File: config.mk
export PLATFORM = sky130hd
export DESIGN_NAME = rvx_local_reg_access_arbiter
export DESIGN_NICKNAME = d
export VERILOG_FILES = /design/src/rtl/rvx_local_reg_access_arbiter.sv
export SDC_FILE = /design/constraint.sdc
export NUM_CORES = 1
export LEC_CHECK = 0
export CORE_MARGIN = 5
export CORE_UTILIZATION = 61
export DETAILED_ROUTE_END_ITERATION = 10
export DONT_BUFFER_PORTS = 1
export PLACE_DENSITY = 0.75
export SYNTH_ARGS = -nofsm -noshare
export SYNTH_HDL_FRONTEND = slang
export SYNTH_SLANG_ARGS = --single-unit
File: constraint.sdc
create_clock -name clk -period 2.07 [get_ports clk]
set_input_delay 0.3105 -clock clk [delete_from_list [all_inputs] [get_ports clk]]
set_output_delay 0.3105 -clock clk [all_outputs]
set_load 0.01 [all_outputs]
File: src/rtl/rvx_local_reg_access_arbiter.sv
// Round-robin arbiter that shares one local register read port among
// NUM_REQ requesters. It holds the reg_req/reg_ack handshake until the
// read completes. A watchdog substitutes ERR_DATA if the register side
// never acks.
module rvx_local_reg_access_arbiter #(
  parameter int          NUM_REQ  = 4,
  parameter int          ADDR_W   = 8,
  parameter int          DATA_W   = 32,
  parameter int          TIMEOUT  = 255,
  parameter logic [31:0] ERR_DATA = 32'hDEAD_BEEF
) (
  input  logic                      clk,
  input  logic                      rst,
  input  logic [NUM_REQ-1:0]        req_valid,
  input  logic [NUM_REQ*ADDR_W-1:0] req_addr,
  output logic [NUM_REQ-1:0]        rsp_valid,
  output logic [DATA_W-1:0]         rsp_data,
  output logic                      rsp_err,
  output logic                      reg_req,
  output logic [ADDR_W-1:0]         reg_addr,
  input  logic                      reg_ack,
  input  logic [DATA_W-1:0]         reg_rdata,
  output logic                      busy
);

  localparam int IDX_W = $clog2(NUM_REQ);
  localparam int SUM_W = IDX_W + 1;
  // A watchdog-disabled build still needs a 1-bit counter so the RTL elaborates.
  localparam int CNT_W = (TIMEOUT > 0) ? $clog2(TIMEOUT + 1) : 1;
  localparam logic [CNT_W-1:0]  CNT_LAST = (TIMEOUT > 0) ? CNT_W'(TIMEOUT - 1) : '0;
  localparam logic [DATA_W-1:0] ERR_D    = DATA_W'(ERR_DATA);
  localparam logic [IDX_W-1:0]  IDX_LAST = IDX_W'(NUM_REQ - 1);

  typedef enum logic [1:0] {S_IDLE, S_ISSUE, S_WAIT, S_RESP} state_e;

  state_e             state_q, state_d;
  logic [IDX_W-1:0]   rr_ptr_q;
  logic [IDX_W-1:0]   win_q;
  logic [ADDR_W-1:0]  reg_addr_q;
  logic [DATA_W-1:0]  rsp_data_q;
  logic               rsp_err_q;
  logic [CNT_W-1:0]   cnt_q, cnt_d;

  logic               found;
  logic [IDX_W-1:0]   pick;
  logic [SUM_W-1:0]   sum;
  logic [IDX_W-1:0]   cand;
  logic               timeout_hit;

  logic [ADDR_W-1:0]  addr_arr [NUM_REQ];

  for (genvar g = 0; g < NUM_REQ; g++) begin : g_addr
    assign addr_arr[g] = req_addr[g*ADDR_W +: ADDR_W];
  end

  // Round-robin pick. The search starts at rr_ptr and wraps to 0 after NUM_REQ-1.
  always_comb begin
    found = 1'b0;
    pick  = rr_ptr_q;
    sum   = '0;
    cand  = '0;
    for (int k = 0; k < NUM_REQ; k++) begin
      sum = {1'b0, rr_ptr_q} + SUM_W'(k);
      if (sum >= SUM_W'(NUM_REQ)) sum = sum - SUM_W'(NUM_REQ);
      cand = sum[IDX_W-1:0];
      if (!found && req_valid[cand]) begin
        found = 1'b1;
        pick  = cand;
      end
    end
  end

  // The watchdog fires on the last allowed WAIT cycle. An ack in the same cycle takes priority.
  assign timeout_hit = (TIMEOUT != 0) && (cnt_q == CNT_LAST);

  // State register
  always_ff @(posedge clk) begin
    if (rst) state_q <= S_IDLE;
    else     state_q <= state_d;
  end

  // Next-state logic and watchdog counter next value
  always_comb begin
    state_d = state_q;
    cnt_d   = cnt_q;
    case (state_q)
      S_IDLE:  if (found) state_d = S_ISSUE;
      S_ISSUE: begin
        state_d = S_WAIT;
        cnt_d   = '0;
      end
      S_WAIT: begin
        if (cnt_q != {CNT_W{1'b1}}) cnt_d = cnt_q + 1'b1;
        if (reg_ack || timeout_hit) state_d = S_RESP;
      end
      S_RESP:  state_d = S_IDLE;
      default: state_d = S_IDLE;
    endcase
  end

  // Output decode from the current state
  always_comb begin
    reg_req   = (state_q == S_ISSUE) || (state_q == S_WAIT);
    busy      = (state_q != S_IDLE);
    rsp_valid = '0;
    if (state_q == S_RESP) rsp_valid = NUM_REQ'(1) << win_q;
  end

  // Datapath: grant and address latch, response capture, pointer advance, counter
  always_ff @(posedge clk) begin
    if (rst) begin
      rr_ptr_q   <= '0;
      win_q      <= '0;
      reg_addr_q <= '0;
      rsp_data_q <= '0;
      rsp_err_q  <= 1'b0;
      cnt_q      <= '0;
    end else begin
      cnt_q <= cnt_d;
      case (state_q)
        S_IDLE: begin
          if (found) begin
            win_q      <= pick;
            reg_addr_q <= addr_arr[pick];
          end
        end
        S_WAIT: begin
          if (reg_ack) begin
            rsp_data_q <= reg_rdata;
            rsp_err_q  <= 1'b0;
          end else if (timeout_hit) begin
            rsp_data_q <= ERR_D;
            rsp_err_q  <= 1'b1;
          end
        end
        S_RESP:  rr_ptr_q <= (win_q == IDX_LAST) ? '0 : win_q + 1'b1;
        default: ;
      endcase
    end
  end

  assign reg_addr = reg_addr_q;
  assign rsp_data = rsp_data_q;
  assign rsp_err  = rsp_err_q;

endmodule

==> flow_metrics.py, run 1 <==
metrics = {
    "run_status": {
        "status": "finished clean",
    },
    "setup_path": {
        "cp-end-kind": "flip-flop",
        "critical-path-max-stage-delay_ns": 0.44,
        "path_delay_family": "simple AND/OR/NAND/NOR gates",
        "crit_type": "flip-flop to flip-flop",
        "path_max_fanout": 10,
        "crit_chain": "or3_1 > o2111ai_4 > nand2_4 > mux2i_1 > o21ai_1 > a22o_1",
        "worst-path-buf-inv": 0,
        "arrival_ns": 2.00,
        "cp-start-kind": "flip-flop",
        "worst_ep_required_time_ns": 2.28,
        "cp_slowest_cell": "or3_1",
    },
    "synthesis": {
        "syn_area_per_cell_um2": 8.26,
        "async_flop_share_pct": 0,
        "synth_cell_types": 41,
        "synth_edf_count": 0,
        "ys_ff_latch": 55,
        "ys_warn_count": 0,
        "dominantRegCellSynth": "dfxtp_1",
        "synth.net_count": 393,
        "syn_inst": 312,
        "synth_seq_area_share_pct": 42.7,
        "synth_area_mm2": 0.00258,
    },
    "timing": {
        "worst_pin_slew_ns": 0.531,
        "fin_crit_sh_pct": 86.5,
        "setup_viol": 0,
        "hold_viol": 0,
        "fin_crit_ns": 1.79,
        "skew_ns": 0.0100,
        "setup_tns_ns": 0,
        "max_slew_margin_pct": 64.3,
        "fmax_mhz": 558,
        "rsz0062_at_grt": "no",
        "slew_violations": 0,
    },
    "floorplan": {
        "die_y_um": 75,
        "die_w_um": 75,
        "die_area_mm2": 0.00563,
        "start_util_pct": 63.5,
        "fp.coreArea_mm2": 0.00406,
        "num_io_pins": 118,
        "num_rows": 23,
    },
    "cts": {
        "cts.clk_slew.worst_paths_ns": 0.10,
        "h-tree-depth": 2,
        "cts_tree": "built",
        "cts_setup_buffers": 0,
        "cts_resized": 0,
        "ctsHoldBuffers": 0,
        "cts_buffers": 5,
        "cts_buffer_depth": 2,
        "cts.sink_count": 55,
        "cts-root-buf": "clkbuf_8",
        "clk_latency_ns": 0.31,
    },
    "final_layout": {
        "area_growth_pct": 5.24,
        "drive_above_1_share_pct": 7.40,
        "fin_area_mm2": 0.00271,
        "diodes": 0,
        "n_fill_cell": 350,
        "final-seq-area_mm2": 0.00110,
        "nNetsFinal": 391,
        "multi_input_area_mm2": 0.00136,
    },
    "global_routing": {
        "grt_pass1_wl_um": 9010,
        "grt_max_degree": 55,
        "track_usage_pct": 20.2,
        "grt_pass1_vias": 2051,
        "grt_antenna_before_repair": 0,
        "grt_overflow_total": 0,
    },
    "drt": {
        "wl_um": 5740,
        "wl_per_cell_um": 15.9,
        "drt_iter0_markers": 80,
        "vias": 2126,
        "drc_errors": 0,
        "viasPerCell": 5.89,
        "drt-pass1-iter-count": 4,
        "antenna_left": 0,
    },
    "placed_design": {
        "hpwl_um": 4350,
        "io_buffer_count": 0,
        "post_dp_cell_area_mm2": 0.00262,
        "gp_congestion": 0.797,
    },
    "run": {
        "maxCapViolCount": 0,
    },
    "power_and_ir_drop": {
        "p_leak_uw": 0.00104,
        "max-vdd-ir-drop_v": 0.000928,
        "p_per_area_mw_per_mm2": 1120,
    },
    "hold_path": {
        "hp-class": "input port to flip-flop",
    },
}
[Yosys cell counts (2+ instances only)]
cell       n  share of area, %
a41oi_1    7               2.4
clkbuf_1  11               1.6
nand2b_1   8               1.9
a21oi_1    8               1.6
a22oi_1    9               2.6
ha_1      10               4.9
nand3_1    3              0.58
a22o_1     7               2.4
nand4_1    4              0.97
o21ai_1    7               1.4
buf_2      3              0.58
dfxtp_1   55                43
nand2_1    8               1.2
nor3_1    29               5.6
mux2i_1   12               4.7
nor2b_1    2              0.49
a31oi_1    2              0.49
o21ai_0    3              0.58
nor2_1    88                13
xor2_1     2              0.68
and2_1     5               1.2
inv_1     10               1.5
[area by class of cell]
| class | instances | area share (%) |
|---|---|---|
| clock inverters | 3 | 0.830 |
| repair buffers | 7 | 1.94 |
| clock buffers | 5 | 2.54 |
| flip-flops and latches | 55 | 40.6 |
| inverters | 11 | 1.52 |
| multi-input cells | 230 | 50.3 |
| well taps | 50 | 2.31 |
[flip-flops by register name, indices dropped and copies added (netlist names)]
name,count
state_q,2
reg_addr,8
rr_ptr_q,2
rsp_data,32
win_q,2
cnt_q,8
rsp_err,1
[worst reg2reg max path: stages, from the launching register on]
cell	delay [ns]
dfxtp_1	0.39
or3_1	0.44
o2111ai_4	0.21
nand2_4	0.20
mux2i_1	0.20
o21ai_1	0.08
a22o_1	0.18
[layout by cell type (no fill, tap or decap), types with 2 or more instances in the layout]
cell      instances
buf_4             7
nand2b_1          8
a41oi_1           7
a22o_1            7
nor2_1           88
clkbuf_8          5
a22oi_1           9
inv_1            10
nor2b_1           2
xor2_1            2
ha_1             10
nand3_1           3
o21ai_1           7
mux2i_1          12
dfxtp_1          55
a21oi_1           8
nor3_1           29
a31oi_1           2
o21ai_0           3
and2_1            5
nand2_1           8
nand4_1           4
[cells by family after synthesis]
logic type	count (synthesis)	share of synthesized area, %
simple gates	154	26.8
fa+ha+maj	10	4.85
buf+inv	27	4.37
compound gates	52	15.9
xor+xnor	2	0.680
mux	12	4.66
flops	55	42.7
[power breakdown]
group | internal, uW | total [uW] | switching (uW)
Clock | 243 | 592 | 349
Combinational | 387 | 914 | 527
Sequential | 1280 | 1540 | 255
Total | 1910 | 3040 | 1130
[worst paths after layout]
check	startpoint	end	slack [ns]	cells past startpoint
max	rr_ptr_q[1]	reg_addr[2]	0.28	6
max reg2reg	rr_ptr_q[1]	reg_addr[2]	0.28	6
min reg2reg	cnt_q[6]	cnt_q[6]	0.52	1
min	rst	rsp_data[9]	0.07	1
[per-stage QoR]
step           worst slack (ns)  cells  hold WS, ns  power, uW  utilization [%]
2_1_floorplan             0.351    312        0.443       2270                -
6_report                  0.279    361       0.0652       3040             66.9
3_5_place_dp              0.282    353        0.391       2490             64.6
4_1_cts                   0.269    361       0.0544       3080             66.9
5_1_grt                   0.160    361       0.0472       3290             66.9
3_3_place_gp              0.341    353        0.387       2460             64.6
[per-layer routing]
metal  part of all wire, %  vias to the layer above  GRT usage (%)
met5                     0                        -              0
met4                  0.71                        0           4.15
met3                    12                        4           7.21
met2                    48                       85           36.1
met1                    39                      968           23.1
li1                      -                     1069              -
Note: power is estimated with default switching activity, not from simulation.
==> run 2, diff against run 1 <==
--- a/config.mk
+++ b/config.mk
@@ -5,11 +5,13 @@
 export SDC_FILE = /design/constraint.sdc
 export NUM_CORES = 1
 export LEC_CHECK = 0
+export CELL_PAD_IN_SITES_DETAIL_PLACEMENT = 0
+export CELL_PAD_IN_SITES_GLOBAL_PLACEMENT = 1
 export CORE_MARGIN = 5
-export CORE_UTILIZATION = 61
+export CORE_UTILIZATION = 44
 export DETAILED_ROUTE_END_ITERATION = 10
 export DONT_BUFFER_PORTS = 1
-export PLACE_DENSITY = 0.75
+export PLACE_DENSITY = 0.76
 export SYNTH_ARGS = -nofsm -noshare
 export SYNTH_HDL_FRONTEND = slang
 export SYNTH_SLANG_ARGS = --single-unit
==> flow_metrics.py, run 2 (synthesis results as in run 1) <==
metrics = {
    "setup_path": {
        "cp_slowest_cell": "or3_1",
        "cp-end-kind": "flip-flop",
        "arrival_ns": 2.03,
        "crit_type": "flip-flop to flip-flop",
        "cp-start-kind": "flip-flop",
        "path_max_fanout": 10,
        "critical-path-max-stage-delay_ns": 0.44,
        "crit_chain": "or3_1 > o2111ai_4 > nand2_4 > mux2i_1 > o21ai_1 > a22o_1",
        "worst_ep_required_time_ns": 2.28,
    },
    "final_layout": {
        "n_fill_cell": 587,
        "nNetsFinal": 390,
        "area_growth_pct": 6.21,
        "final_cell_mix": "88 x nor2_1, 55 x dfxtp_1, 29 x nor3_1, 12 x mux2i_1",
        "drive_above_1_share_pct": 7.42,
        "final-seq-area_mm2": 0.00110,
        "largest_reg_flops": 32,
        "mostFrequentLayoutCell": "nor2_1",
        "diodes": 0,
        "multi_input_area_mm2": 0.00137,
    },
    "cts": {
        "cts.clk_slew.worst_paths_ns": 0.11,
        "cts_resized": 0,
        "cts_buffer_depth": 2,
        "cts_tree": "built",
        "clk_latency_ns": 0.30,
        "h-tree-depth": 2,
        "ctsHoldBuffers": 0,
        "cts_setup_buffers": 0,
        "cts-root-buf": "clkbuf_8",
        "cts.sink_count": 55,
        "cts_buffers": 5,
    },
    "drt": {
        "wl_um": 6150,
        "viasPerCell": 5.53,
        "vias": 2111,
        "wl_per_cell_um": 16.1,
        "drt_iter0_markers": 57,
        "antenna_left": 0,
        "drt-pass1-iter-count": 5,
        "drc_errors": 0,
    },
    "power_and_ir_drop": {
        "max-vdd-ir-drop_v": 0.000489,
        "p_per_area_mw_per_mm2": 1110,
        "p_int_uw": 1900,
        "netSwitchingFraction_pct": 37.7,
        "power.switching_uw": 1150,
        "p_comb_share_pct": 29.6,
        "pwr-share-clk_pct": 19.8,
        "p_leak_uw": 0.00103,
        "p_seq_share_pct": 50.6,
    },
    "timing": {
        "max_slew_margin_pct": 57.2,
        "fin_crit_sh_pct": 87.7,
        "setup_tns_ns": 0,
        "fin_crit_ns": 1.82,
        "fmax_mhz": 551,
        "setup_viol": 0,
        "slew_violations": 0,
        "skew_ns": 0.00837,
        "rsz0062_at_grt": "no",
        "worst_pin_slew_ns": 0.640,
        "whs_ns": 0.0651,
        "hold_viol": 0,
    },
    "run_status": {
        "status": "finished clean",
    },
    "placed_design": {
        "gp_congestion": 0.781,
        "io_buffer_count": 0,
        "hpwl_um": 4530,
    },
    "global_routing": {
        "grt_overflow_total": 0,
        "grt_max_degree": 55,
        "grt_antenna_before_repair": 0,
        "grt_pass1_vias": 1975,
        "grt_pass1_wl_um": 9560,
        "track_usage_pct": 15.9,
    },
    "floorplan": {
        "start_util_pct": 46.0,
        "fp.coreArea_mm2": 0.00561,
        "die_area_mm2": 0.00749,
        "die_w_um": 86.5,
        "num_rows": 27,
        "num_io_pins": 118,
        "die_y_um": 86.5,
    },
    "hold_path": {
        "hp-class": "input port to flip-flop",
    },
    "run": {
        "maxCapViolCount": 0,
    },
}
run 2: path summary, 6_finish.rpt:
check                   start     endpoint  slack (ns)  cells past startpoint
setup reg to reg  rr_ptr_q[1]  reg_addr[0]        0.25                      6
hold / removal            rst     win_q[1]        0.07                      1
hold reg to reg      win_q[1]     win_q[1]        0.51                      2
setup / recovery  rr_ptr_q[1]  reg_addr[0]        0.25                      6
run 2: metal layers:
layer	up-vias	track usage, %	share of wire, %
met3	5	5.51	10
met1	959	19.1	41
li1	1064	-	-
met4	0	4.25	0.80
met2	83	26.8	48
met5	-	0	0
run 2: power by group through the flow:
stage          clock [uW]  combinational, uW  sequential (uW)
6_report              602                901             1540
5_1_grt               682               1050             1570
2_1_floorplan           0                755             1510
3_5_place_dp            0                912             1570
4_1_cts               632                914             1550
3_3_place_gp            0                897             1570
run 2: cell type report:
class | count | area share, %
repair buffers | 6 | 1.65
flip-flops and latches | 55 | 40.2
inverters | 11 | 1.51
clock inverters | 3 | 0.914
clock buffers | 5 | 2.51
multi-input cells | 230 | 49.9
well taps | 72 | 3.29
run 2: through the flow:
step | cells | setup WS (ns) | utilization, % | cell area, um2 | total power, uW
2_1_floorplan | 312 | 0.351 | - | 2580 | 2270
3_3_place_gp | 374 | 0.331 | 47.1 | 2640 | 2470
3_5_place_dp | 374 | 0.255 | 47.1 | 2640 | 2490
4_1_cts | 382 | 0.251 | 48.8 | 2740 | 3100
5_1_grt | 382 | 0.125 | 48.8 | 2740 | 3300
6_report | 382 | 0.255 | 48.8 | 2740 | 3050
run 2: worst max-delay path: cells and delay by family, from the launching register on:
kind               cells  cell delay [ns]
DFF                    1             0.39
AOI/OAI and AO/OA      3             0.48
muxes                  1             0.21
and+or+nand+nor        2             0.65
==> run 3, diff against run 2 <==
--- a/config.mk
+++ b/config.mk
@@ -5,10 +5,11 @@
 export SDC_FILE = /design/constraint.sdc
 export NUM_CORES = 1
 export LEC_CHECK = 0
+export ABC_AREA = 1
 export CELL_PAD_IN_SITES_DETAIL_PLACEMENT = 0
 export CELL_PAD_IN_SITES_GLOBAL_PLACEMENT = 1
 export CORE_MARGIN = 5
-export CORE_UTILIZATION = 44
+export CORE_UTILIZATION = 42
 export DETAILED_ROUTE_END_ITERATION = 10
 export DONT_BUFFER_PORTS = 1
 export PLACE_DENSITY = 0.76
==> flow_metrics.py, run 3 <==
metrics = {
    "run_status": {
        "status": "finished clean",
    },
    "timing": {
        "setup_viol": 0,
        "fin_crit_sh_pct": 91.2,
        "fin_crit_ns": 1.89,
        "max_slew_margin_pct": 63.7,
        "worst_pin_slew_ns": 0.544,
        "rsz0062_at_grt": "yes",
        "slew_violations": 0,
        "skew_ns": 0.0110,
        "fmax_mhz": 530,
        "setup_tns_ns": 0,
        "hold_viol": 0,
    },
    "cts": {
        "cts_tree": "built",
        "cts_buffers": 5,
        "cts.clk_slew.worst_paths_ns": 0.11,
        "cts.sink_count": 55,
        "cts_buffer_depth": 2,
        "cts_setup_buffers": 0,
        "cts-root-buf": "clkbuf_8",
        "h-tree-depth": 2,
        "clk_latency_ns": 0.32,
    },
    "final_layout": {
        "diodes": 0,
        "fin_area_mm2": 0.00306,
        "fin_util_pct": 45.8,
        "drive_above_1_share_pct": 8.99,
        "largest_reg_flops": 32,
        "mostFrequentLayoutCell": "nand2_1",
        "final_cell_mix": "125 x nand2_1, 76 x nor2_1, 53 x dfxtp_1, 33 x inv_1, 30 x nand3_1",
        "nNetsFinal": 514,
        "instances_no_fill": 514,
        "area_growth_pct": 7.37,
    },
    "setup_path": {
        "r2r_start": "rr_ptr_q[0]",
        "reg2reg_to": "reg_addr[7]",
        "cp-start-kind": "flip-flop",
        "arrival_ns": 2.10,
        "crit_chain": "buf_4 > nand2_1 > nand2_2 > nand2_1 > nand2_4 > nand4_4 > inv_1 > nand2_1 > nand2_1 > nand2_1 > o21ai_1 > nor2_1",
        "reg2reg_depth": 12,
        "crit_path_frequent_cell": "nand2_1",
        "critical-path-max-stage-delay_ns": 0.40,
        "worst_ep_required_time_ns": 2.28,
        "rrSetupSlack_ns": 0.18,
        "cp_slowest_cell": "dfxtp_2",
        "path_max_fanout": 7,
        "crit_type": "flip-flop to flip-flop",
        "cp-end-kind": "flip-flop",
        "crit_end": "reg_addr[7]",
        "cp-startpoint": "rr_ptr_q[0]",
    },
    "placed_design": {
        "hpwl_um": 5380,
        "io_buffer_count": 0,
        "gp_congestion": 0.822,
        "dp.cells": 506,
        "post_dp_cell_area_mm2": 0.00296,
    },
    "synthesis": {
        "ys_ff_latch": 55,
        "synth_area_mm2": 0.00285,
        "ys_top_cells_by_area": "dfxtp_1 39%, nand2_1 17%, nor2_1 10%",
        "async_flop_share_pct": 0,
        "yosysTopAreaCell": "dfxtp_1",
        "ys_warn_count": 0,
        "synth.net_count": 511,
        "syn_inst": 430,
        "synth_edf_count": 0,
        "synth_seq_area_share_pct": 38.6,
        "synth_cell_types": 26,
        "synthMostInstantiatedCell": "nand2_1",
        "dominantRegCellSynth": "dfxtp_1",
        "synth_top_cell_area_share_pct": 38.6,
        "synth_common_cells": "126 x nand2_1, 76 x nor2_1, 55 x dfxtp_1, 33 x inv_1, 30 x nand3_1",
        "syn_area_per_cell_um2": 6.63,
    },
    "global_routing": {
        "grt_pass1_vias": 2493,
        "grt_pass1_wl_um": 11700,
        "grt_max_degree": 31,
        "track_usage_pct": 16.6,
        "grt_antenna_before_repair": 0,
        "gr-usage-met2_pct": 25.9,
        "grt_overflow_total": 0,
        "grtUsageMet1_pct": 21.6,
        "grt.busiest_layer": "met2",
        "use_met3_pct": 6.09,
    },
    "floorplan": {
        "num_io_pins": 118,
        "die_w_um": 92.4,
        "num_rows": 30,
        "die_area_mm2": 0.00854,
        "start_util_pct": 42.7,
        "die_y_um": 92.4,
        "fp.coreArea_mm2": 0.00668,
    },
    "power_and_ir_drop": {
        "max-vdd-ir-drop_v": 0.000589,
        "p_leak_uw": 0.00141,
        "p_comb_share_pct": 42.1,
        "p_per_area_mw_per_mm2": 1230,
        "netSwitchingFraction_pct": 44.1,
        "p_seq_share_pct": 41.1,
        "power_uw": 3770,
        "p_int_uw": 2110,
        "pwr-share-clk_pct": 16.8,
        "power.switching_uw": 1670,
    },
    "drt": {
        "drc_errors": 0,
        "drt-pass1-iter-count": 4,
        "wl_per_cell_um": 13.8,
        "antenna_left": 0,
        "wl_um": 7090,
        "drt_iter0_markers": 131,
        "viasPerCell": 5.05,
        "vias": 2596,
    },
    "run": {
        "maxCapViolCount": 0,
    },
    "hold_path": {
        "hp-class": "input port to flip-flop",
    },
}
## run 3: through the flow
step	hold slack, ns	setup slack (ns)
3_5_place_dp	0.384	0.0743
5_1_grt	0.0262	-0.0179
6_report	0.0485	0.183
2_1_floorplan	0.445	0.422
4_1_cts	0.0353	0.0532
3_3_place_gp	0.382	0.0823
## run 3: cells by family after synthesis
logic type,synth area share (%)
AO/OA/AOI/OAI,11.2
adder cells (fa/ha/maj),4.39
buffers and inverters,7.77
flip-flops,38.6
AND/OR/NAND/NOR,38.0
## run 3: how the worst min path moves through the flow
stage	cells after the start	slack, ns	startpoint	endpoint
after floorplan	2	0.45	cnt_q[7]	cnt_q[7]
after global placement	1	0.38	rst	rsp_data[22]
after detailed placement	1	0.38	rst	rsp_data[17]
after CTS	1	0.04	rst	rsp_data[14]
after global routing	1	0.03	rst	rsp_data[14]
final	1	0.05	rst	rsp_data[1]
## run 3: routing by layer
metal  vias up  wire length [um]
li1       1373                 -
met1      1150              3310
met2        66              3170
met3         7               546
met4         0                64
met5         -                 0
## run 3: worst max-delay path, delay by kind of cell, from the launching register on
kind / cells / cell delay, ns
flops: 1 / 0.40
compound gates: 1 / 0.16
simple gates: 9 / 0.95
buf+inv: 2 / 0.27
## run 3: layout make-up
type	count	area, um2
tap	80	100
clock buffer	5	68.8
multi-input combinational	324	1530
clock inverter	3	27.5
sequential	55	1100
fill	720	3620
inverter	36	135
timing repair buffer	11	95.1
## run 3: power by group through the flow
stage / combinational, uW / clock (uW) / sequential (uW)
finish: 1590 / 633 / 1550
global route: 1860 / 710 / 1590
CTS: 1600 / 664 / 1560
global placement: 1580 / 0 / 1580
floorplan: 1290 / 0 / 1520
detailed placement: 1600 / 0 / 1580
## run 3: what timing repair did
action	4_1_cts	5_1_grt
resized for setup	0	3
setup endpoints to repair	0	10
endpoints found under the hold margin	0	0
hold buffers	0	0
